==> config.mk <==
export PLATFORM = sky130hd
export DESIGN_NAME = fetch_flat
export DESIGN_NICKNAME = d
export VERILOG_FILES = /design/src/rtl/fetch_pkg.sv /design/src/rtl/fetch_if.sv /design/src/rtl/fetch_fifo.sv /design/src/rtl/fetch.sv /design/src/flat_wrapper.sv
export SDC_FILE = /design/constraint.sdc
export NUM_CORES = 1
export LEC_CHECK = 0
export BUFFER_PORTS_ARGS = -buffer_cell sky130_fd_sc_hd__buf_2
export CORE_MARGIN = 3
export CORE_UTILIZATION = 57
export CTS_CLUSTER_SIZE = 28
export DETAILED_ROUTE_END_ITERATION = 10
export HOLD_SLACK_MARGIN = 0.15
export PLACE_DENSITY = 0.85
export RECOVER_POWER = 25
export SLEW_MARGIN = 40
export SYNTH_ARGS = -nofsm -noshare
export SYNTH_HDL_FRONTEND = slang
export SYNTH_SLANG_ARGS = --single-unit
export TNS_END_PERCENT = 50
==> constraint.sdc <==
create_clock -name i_clk -period 6 [get_ports i_clk]
set_input_delay 0 -clock i_clk [delete_from_list [all_inputs] [get_ports i_clk]]
set_output_delay 0 -clock i_clk [all_outputs]
set_load 0.01 [all_outputs]
==> src/rtl/fetch_pkg.sv <==
// Shared fetch/decode definitions: XLEN, NOP encoding, reset PC default,
// buffer sizing and the response-buffer entry layout.
package fetch_pkg;

  localparam int unsigned XLEN             = 32;
  localparam logic [XLEN-1:0] NOP_INST_DEFAULT = 32'h0000_0013;
  localparam logic [XLEN-1:0] RESET_PC_DEFAULT = 32'h0000_0000;
  localparam int unsigned FIFO_DEPTH       = 2;
  localparam int unsigned CNT_W            = $clog2(FIFO_DEPTH + 1);
  localparam int unsigned CREDITS          = 2;

  typedef struct packed {
    logic [XLEN-1:0] inst;
    logic [XLEN-1:0] pc;
  } rsp_t;

  typedef enum logic [2:0] {
    SEL_IDLE,
    SEL_HOLD,
    SEL_FLUSH,
    SEL_BUF,
    SEL_BYPASS
  } out_sel_e;

  function automatic logic [XLEN-1:0] align_word(input logic [XLEN-1:0] a);
    return a & ~XLEN'(3);
  endfunction

endpackage

==> src/rtl/fetch_if.sv <==
// Instruction-memory request/response bus between fetch (master) and imem (slave).
interface fetch_if;
  import fetch_pkg::*;

  logic            o_imem_req;
  logic [XLEN-1:0] o_imem_addr;
  logic            i_imem_gnt;
  logic            i_imem_rvalid;
  logic [XLEN-1:0] i_imem_rdata;

  modport master (
    output o_imem_req, o_imem_addr,
    input  i_imem_gnt, i_imem_rvalid, i_imem_rdata
  );

  modport slave (
    input  o_imem_req, o_imem_addr,
    output i_imem_gnt, i_imem_rvalid, i_imem_rdata
  );

endinterface

==> src/rtl/fetch_fifo.sv <==
// Small in-order FIFO with synchronous clear; simultaneous push and pop on a
// full FIFO is legal.
module fetch_fifo #(
  parameter int unsigned DEPTH = 2,
  parameter int unsigned WIDTH = 64
) (
  input  logic                         clk_i,
  input  logic                         rst_i,
  input  logic                         clr_i,
  input  logic                         push_i,
  input  logic [WIDTH-1:0]             wdata_i,
  input  logic                         pop_i,
  output logic [WIDTH-1:0]             rdata_o,
  output logic [$clog2(DEPTH+1)-1:0]   count_o,
  output logic                         empty_o
);

  localparam int unsigned AW = $clog2(DEPTH);
  localparam int unsigned CW = $clog2(DEPTH + 1);

  logic [WIDTH-1:0] mem_q [DEPTH];
  logic [AW-1:0]    wr_ptr_q, wr_ptr_d, rd_ptr_q, rd_ptr_d;
  logic [CW-1:0]    count_q, count_d;
  logic             do_push, do_pop;

  function automatic logic [AW-1:0] bump(input logic [AW-1:0] p);
    return (p == AW'(DEPTH - 1)) ? '0 : p + AW'(1);
  endfunction

  assign empty_o = (count_q == '0);
  assign count_o = count_q;
  assign rdata_o = mem_q[rd_ptr_q];
  assign do_push = push_i && !clr_i;
  assign do_pop  = pop_i && !empty_o;

  always_comb begin
    wr_ptr_d = wr_ptr_q;
    rd_ptr_d = rd_ptr_q;
    count_d  = count_q;
    if (clr_i) begin
      wr_ptr_d = '0;
      rd_ptr_d = '0;
      count_d  = '0;
    end else begin
      if (do_push) wr_ptr_d = bump(wr_ptr_q);
      if (do_pop)  rd_ptr_d = bump(rd_ptr_q);
      count_d = count_q + CW'(do_push) - CW'(do_pop);
    end
  end

  always_ff @(posedge clk_i or posedge rst_i) begin
    if (rst_i) begin
      wr_ptr_q <= '0;
      rd_ptr_q <= '0;
      count_q  <= '0;
    end else begin
      wr_ptr_q <= wr_ptr_d;
      rd_ptr_q <= rd_ptr_d;
      count_q  <= count_d;
    end
  end

  always_ff @(posedge clk_i) begin
    if (do_push) mem_q[wr_ptr_q] <= wdata_i;
  end

  a_no_overflow: assert property (@(posedge clk_i) disable iff (rst_i)
    (do_push && count_q == CW'(DEPTH)) |-> do_pop);

endmodule

==> src/rtl/fetch.sv <==
// Instruction fetch: credit-limited imem requester with in-order tag queue,
// response buffer, flush/drop handling and a registered output to decode.
module fetch
  import fetch_pkg::*;
#(
  parameter logic [XLEN-1:0] RESET_PC = RESET_PC_DEFAULT,
  parameter logic [XLEN-1:0] NOP_INST = NOP_INST_DEFAULT
) (
  input  logic            i_clk,
  input  logic            i_rst,
  input  logic            i_stall,
  input  logic            i_flush,
  input  logic [XLEN-1:0] i_redirect_pc,
  fetch_if.master         imem,
  output logic [XLEN-1:0] or_inst,
  output logic [XLEN-1:0] or_pc,
  output logic            or_valid
);

  logic [XLEN-1:0] pc_q, pc_d, inst_q, inst_d, opc_q, opc_d;
  logic            valid_q, valid_d;
  logic [1:0]      drop_q, drop_d;
  logic            hs, rsp_keep, credit_ok, tag_empty, buf_empty, buf_push;
  logic [CNT_W-1:0] tag_cnt, buf_cnt;
  logic [2:0]      inflight;
  logic [XLEN-1:0] tag_pc;
  rsp_t            buf_head;
  out_sel_e        sel;

  // Dropped requests stay counted in flight so credit covers their responses.
  assign inflight  = {1'b0, tag_cnt} + {1'b0, drop_q};
  assign credit_ok = (inflight + {1'b0, buf_cnt}) < 3'(CREDITS);
  assign imem.o_imem_req  = !i_rst && !i_flush && credit_ok;
  assign imem.o_imem_addr = align_word(pc_q);
  assign hs       = imem.o_imem_req && imem.i_imem_gnt;
  assign rsp_keep = imem.i_imem_rvalid && (drop_q == '0);
  assign buf_push = rsp_keep && (sel != SEL_BYPASS);

  assign or_inst  = inst_q;
  assign or_pc    = opc_q;
  assign or_valid = valid_q;

  always_comb begin
    sel = SEL_IDLE;
    if (i_flush)         sel = SEL_FLUSH;
    else if (i_stall)    sel = SEL_HOLD;
    else if (!buf_empty) sel = SEL_BUF;
    else if (rsp_keep)   sel = SEL_BYPASS;
  end

  always_comb begin
    pc_d    = pc_q;
    drop_d  = drop_q;
    inst_d  = inst_q;
    opc_d   = opc_q;
    valid_d = valid_q;
    if (i_flush) begin
      pc_d   = align_word(i_redirect_pc);
      drop_d = 2'(inflight - 3'(imem.i_imem_rvalid));
    end else begin
      if (hs) pc_d = pc_q + XLEN'(4);
      if (imem.i_imem_rvalid && drop_q != '0) drop_d = drop_q - 2'd1;
    end
    unique case (sel)
      SEL_FLUSH, SEL_IDLE: begin
        inst_d  = NOP_INST;
        valid_d = 1'b0;
      end
      SEL_BUF: begin
        inst_d  = buf_head.inst;
        opc_d   = buf_head.pc;
        valid_d = 1'b1;
      end
      SEL_BYPASS: begin
        inst_d  = imem.i_imem_rdata;
        opc_d   = tag_pc;
        valid_d = 1'b1;
      end
      default: ;
    endcase
  end

  always_ff @(posedge i_clk or posedge i_rst) begin
    if (i_rst) begin
      pc_q    <= RESET_PC;
      drop_q  <= '0;
      inst_q  <= NOP_INST;
      opc_q   <= '0;
      valid_q <= 1'b0;
    end else begin
      pc_q    <= pc_d;
      drop_q  <= drop_d;
      inst_q  <= inst_d;
      opc_q   <= opc_d;
      valid_q <= valid_d;
    end
  end

  fetch_fifo #(.DEPTH(FIFO_DEPTH), .WIDTH(XLEN)) u_tagq (
    .clk_i   (i_clk),
    .rst_i   (i_rst),
    .clr_i   (i_flush),
    .push_i  (hs),
    .wdata_i (align_word(pc_q)),
    .pop_i   (rsp_keep),
    .rdata_o (tag_pc),
    .count_o (tag_cnt),
    .empty_o (tag_empty)
  );

  fetch_fifo #(.DEPTH(FIFO_DEPTH), .WIDTH($bits(rsp_t))) u_rspbuf (
    .clk_i   (i_clk),
    .rst_i   (i_rst),
    .clr_i   (i_flush),
    .push_i  (buf_push),
    .wdata_i ({imem.i_imem_rdata, tag_pc}),
    .pop_i   (sel == SEL_BUF),
    .rdata_o (buf_head),
    .count_o (buf_cnt),
    .empty_o (buf_empty)
  );

  a_rvalid_outstanding: assert property (@(posedge i_clk) disable iff (i_rst)
    imem.i_imem_rvalid |-> (!tag_empty || drop_q != '0));

endmodule

==> src/flat_wrapper.sv <==
// flat-port wrapper written by rule: the top's interface ports become plain ports
module fetch_flat import fetch_pkg::*;
#(
  parameter logic [XLEN-1:0] RESET_PC = RESET_PC_DEFAULT,
  parameter logic [XLEN-1:0] NOP_INST = NOP_INST_DEFAULT
)
  (i_clk, i_rst, i_stall, i_flush, i_redirect_pc, or_inst, or_pc, or_valid, imem_o_imem_req, imem_o_imem_addr, imem_i_imem_gnt, imem_i_imem_rvalid, imem_i_imem_rdata);
  fetch_if imem_i ();
  input  logic i_clk;
  input  logic i_rst;
  input  logic i_stall;
  input  logic i_flush;
  input  logic [XLEN-1:0] i_redirect_pc;
  output logic [XLEN-1:0] or_inst;
  output logic [XLEN-1:0] or_pc;
  output logic or_valid;
  output wire logic [$bits(imem_i.o_imem_req)-1:0] imem_o_imem_req;
  output wire logic [$bits(imem_i.o_imem_addr)-1:0] imem_o_imem_addr;
  input wire logic [$bits(imem_i.i_imem_gnt)-1:0] imem_i_imem_gnt;
  input wire logic [$bits(imem_i.i_imem_rvalid)-1:0] imem_i_imem_rvalid;
  input wire logic [$bits(imem_i.i_imem_rdata)-1:0] imem_i_imem_rdata;
  assign imem_o_imem_req = imem_i.o_imem_req;
  assign imem_o_imem_addr = imem_i.o_imem_addr;
  assign imem_i.i_imem_gnt = imem_i_imem_gnt;
  assign imem_i.i_imem_rvalid = imem_i_imem_rvalid;
  assign imem_i.i_imem_rdata = imem_i_imem_rdata;
  fetch #(.RESET_PC(RESET_PC), .NOP_INST(NOP_INST)) u_core (.i_clk(i_clk), .i_rst(i_rst), .i_stall(i_stall), .i_flush(i_flush), .i_redirect_pc(i_redirect_pc), .imem(imem_i), .or_inst(or_inst), .or_pc(or_pc), .or_valid(or_valid));
endmodule
==> parameters.txt <==
Parameter                              Value

Placement
  Post-detail-place hpwl ... 15590 µm
  Port Buffers ... between 150 and 200
  Final weighted congestion in routability-driven placement ... between 0.8 and 0.9

Logic synthesis
  Parity-gate share of the synthesized area counting xor and xnor cells ... 0.009768
  Mean post-synth cell area ... approximately 14 µm²
  Synth Cell Area ... 0.01166 mm²
  Multiplexer share of the synthesized area ... 0.08308
  Area share of fa/ha/maj cells after synthesis ... 0.01202
  Number of register bits inferred by synthesis ... between 200 and 300
  Ys async rst share ... 0.3589
  Compound-Gate Fraction of Synth Area ... 0.08899
  Yosys Warn Count ... 0
  Dominant combinational cell family by area after synthesis ... simple AND/OR/NAND/NOR gates
  Top FF cell, synth ... edfxtp_1
  Post-synthesis cell count ... 849
  Number of distinct library cells after synthesis ... 49
  Sequential-to-total area share from yosys stat ... 0.6955
  Count of flip-flops with a built-in enable after synthesis ... ~180
  Synth Area in Simple Gates ... 0.08931

Timing
  Slew Limit Fails ... 33
  Worst rel slew slack ... -0.04833
  Final hold vios ... 0
  RSZ-0062 raised after global routing ... no
  Minimum clock period ... about 4.2 ns
  Achievable clock frequency ... approximately 240 MHz
  Final number of setup-violating endpoints ... 0
  Worst Tran Pin Value ... about 1.6 ns
  Setup TNS after final layout ... 0 ns
  Worst Clk Skew ... 0.03233 ns
  Period Utilization, post-route ... 0.7044

Global routing
  Initial antenna violation count ... 0
  Grt ovf ... 0
  Number of global-route vias before repair ... 8364
  Maximum number of pins on one net before global-route repair ... 73
  Overall Global Routing Usage ... 0.2551
  First-pass GRT wire length ... between 40000 and 50000 µm

Drt
  Avg WL per Cell ... between 20 and 25 µm
  Number of DRC markers after the initial detailed-route iteration ... 714
  Post-detailed-routing wire length ... between 20000 and 30000 µm
  Drt drc ... 0
  Number of vias in the routed layout ... 8203
  Number of antenna-violating nets in the routed design ... 0
  DR vias/cell ... 5.936
  First-pass DRT Iterations ... 7

Clocking
  Setup repair bufs after CTS ... 0
  Clock Root Buffer ... clkbuf_16
  Clock transition at path regs ... about 0.07 ns
  Number of clock buffers inserted by TritonCTS ... 29
  Clk sink count ... 287
  TritonCTS clock tree ... yes
  H-tree levels ... 1
  Clock network latency to the later pin of the worst-skew pair ... roughly 0.55 ns
  CTS Buffer Depth ... 3

Power
  Pwr/cell area ... 374.7 mW/mm²
  Total chip power ... 0.005493 W
  P_leak ... roughly 5.6 nW
  Maximum ir drop on the vdd rail ... 0.2359 mV

Floorplan
  Die area ... approximately 0.022 mm²
  Number of rows in the core area ... 51
  Placeable core region ... 0.01978 mm²
  Die Width ... approximately 150 µm
  Vertical die dimension ... 149 µm
  Starting density of the core ... 0.5892
  IO Count ... 168

Worst setup path
  End of the worst register-to-register path ... u_core.pc_q[31]
  Cell occurring most often along the worst timing path ... fa_1
  Worst reg2reg path depth ... 9
  Critical Path AT ... between 4 and 5 ns
  Path type of the worst setup path ... reg -> reg
  Cell Chain, Critical Path ... ha_1 > fa_1 > fa_1 > or4b_4 > nor2_4 > inv_2 > or4_1 > nand3_1 > dlygate4sd3_1
  Stage delay of the slowest cell on the critical path ... slightly below 0.6 ns
  Cell with the largest stage delay on the worst path ... or4_1
  CP startpoint kind ... register
  Worst Path Required ... approximately 6.5 ns
  Critical Path End Type ... register
  Peak fanout along the critical path ... 27
  FF-to-FF Start ... u_core.u_tagq.count_o[0]
  Reg2reg setup slack ... roughly 1.8 ns

Outcome
  Failing checks ... capacitance limit, slew limit
  Status ... finished, violations left

Layout
  Ratio of cells with drive above 1 in the final layout ... 0.1987
  Area of the multi-input gates ... 0.003356 mm²
  Area growth syn-to-layout ... 25.75%
  Commonest non-fill, non-tap cells in the layout ... edfxtp_1, buf_2, nor2_1
  Net count, final ... about 1200
  Layout filler cell count ... 1161
  Ant diodes ... 0
  Area used by sequential logic in the layout ... just over 0.008 mm²
  Finished Core Util ... 0.7410
  Most frequent standard cell in the layout excluding fill and tap cells ... edfxtp_1

Job
  Max-cap violations ... 1

Min path
  Beginning of the worst hold path ... imem_i_imem_gnt
  Hold depth ... 6
  Hold EP ... u_core.pc_q[15]
  Classification of the worst-slack hold path ... in -> reg
-- power breakdown --
group	internal (W)	switching (W)
logic	0.000424	0.000529
registers	0.00237	0.000178
clock network	0.00124	0.000745
total	0.00404	0.00145
-- through the flow --
step           instance area, µm²  hold slack [ns]  cells  setup WS [ns]
2_1_floorplan               11670          0.05286    852          1.720
3_3_place_gp                12710          0.03802   1239          2.143
3_5_place_dp                12800          0.05448   1243          2.046
4_1_cts                     14710           0.1661   1382          1.837
5_1_grt                     14660           0.2034   1382          1.629
6_report                    14660           0.1913   1382          1.774
-- per-layer routing --
metal	global-route usage	up-vias	wire length (µm)
li1	-	3659	-
met1	0.3530	3985	11030
met2	0.4261	472	14220
met3	0.03373	87	2190
met4	0.08330	0	856
met5	0	-	0
-- critical path, delay by kind of cell, from the launching register on --
kind                       cells  cell delay (ns)
adders and majority gates      3             1.26
DFF                            1             0.41
and+or+nand+nor                4             1.64
buffers and inverters          2             0.88
-- flip-flops by register name, summed over array words and instances (netlist names) --
signal                    count
u_core.u_rspbuf.mem_q       124
u_core.u_tagq.mem_q          60
u_core.or_inst               32
u_core.or_pc                 30
u_core.pc_q                  30
u_core.drop_q                 2
u_core.u_rspbuf.count_o       2
u_core.u_tagq.count_o         2
u_core.or_valid               1
u_core.u_rspbuf.rd_ptr_q      1
u_core.u_rspbuf.wr_ptr_q      1
u_core.u_tagq.rd_ptr_q        1
u_core.u_tagq.wr_ptr_q        1
-- how the worst max path moves through the flow --
stage,cells after the start,startpoint,end
2_1_floorplan,8,u_core.u_tagq.count_o[0],u_core.u_tagq.mem_q[0][0]
5_1_grt,9,u_core.u_tagq.count_o[0],u_core.pc_q[31]
6_report,9,u_core.u_tagq.count_o[0],u_core.pc_q[31]
3_5_place_dp,12,u_core.u_tagq.count_o[0],u_core.u_tagq.count_o[1]
3_3_place_gp,12,u_core.u_tagq.count_o[0],u_core.u_tagq.count_o[1]
4_1_cts,9,u_core.u_tagq.count_o[0],u_core.pc_q[29]
-- cell families (layout without fill, tap and decap cells) --
group / after synthesis / after routing
fa+ha+maj: 10 / 10
simple gates: 231 / 231
other cells: 1 / 4
mux: 93 / 93
flops: 287 / 287
compound gates: 153 / 153
buf+inv: 61 / 326
xor+xnor: 13 / 13
-- layout make-up --
type	count	area share
clock buffer	36	0.05198
clock inverter	18	0.01989
inverter	13	0.003414
multi-input combinational	504	0.2289
sequential	287	0.5533
tap	265	0.02262
timing repair buffer	259	0.1198
-- repair_timing --
item                                    4_1_cts  5_1_grt
endpoints found under the hold margin       235        0
hold buffers                                 85        0
gates resized for setup                       0        0
endpoints found under the setup margin        0        0
-- synth_stat cells, drive strengths merged, types with 4 or more instances --
cell	count	area share
dfrtp	100	0.21
a221o	34	0.029
mux2i	63	0.054
buf	17	0.0069
nand2	47	0.015
nand4	10	0.0054
nor2	114	0.037
xor2	5	0.0038
o311ai	7	0.0053
o21ai	23	0.0099
nor3	6	0.0026
or4	4	0.0026
nand3	24	0.010
clkbuf	31	0.010
inv	13	0.0042
ha	8	0.0086
o211ai	9	0.0058
edfxtp	184	0.47
a21oi	62	0.027
mux2	30	0.029
xnor2	8	0.0060
nor4	4	0.0021
No activity file was read; power rests on OpenSTA's default activity.
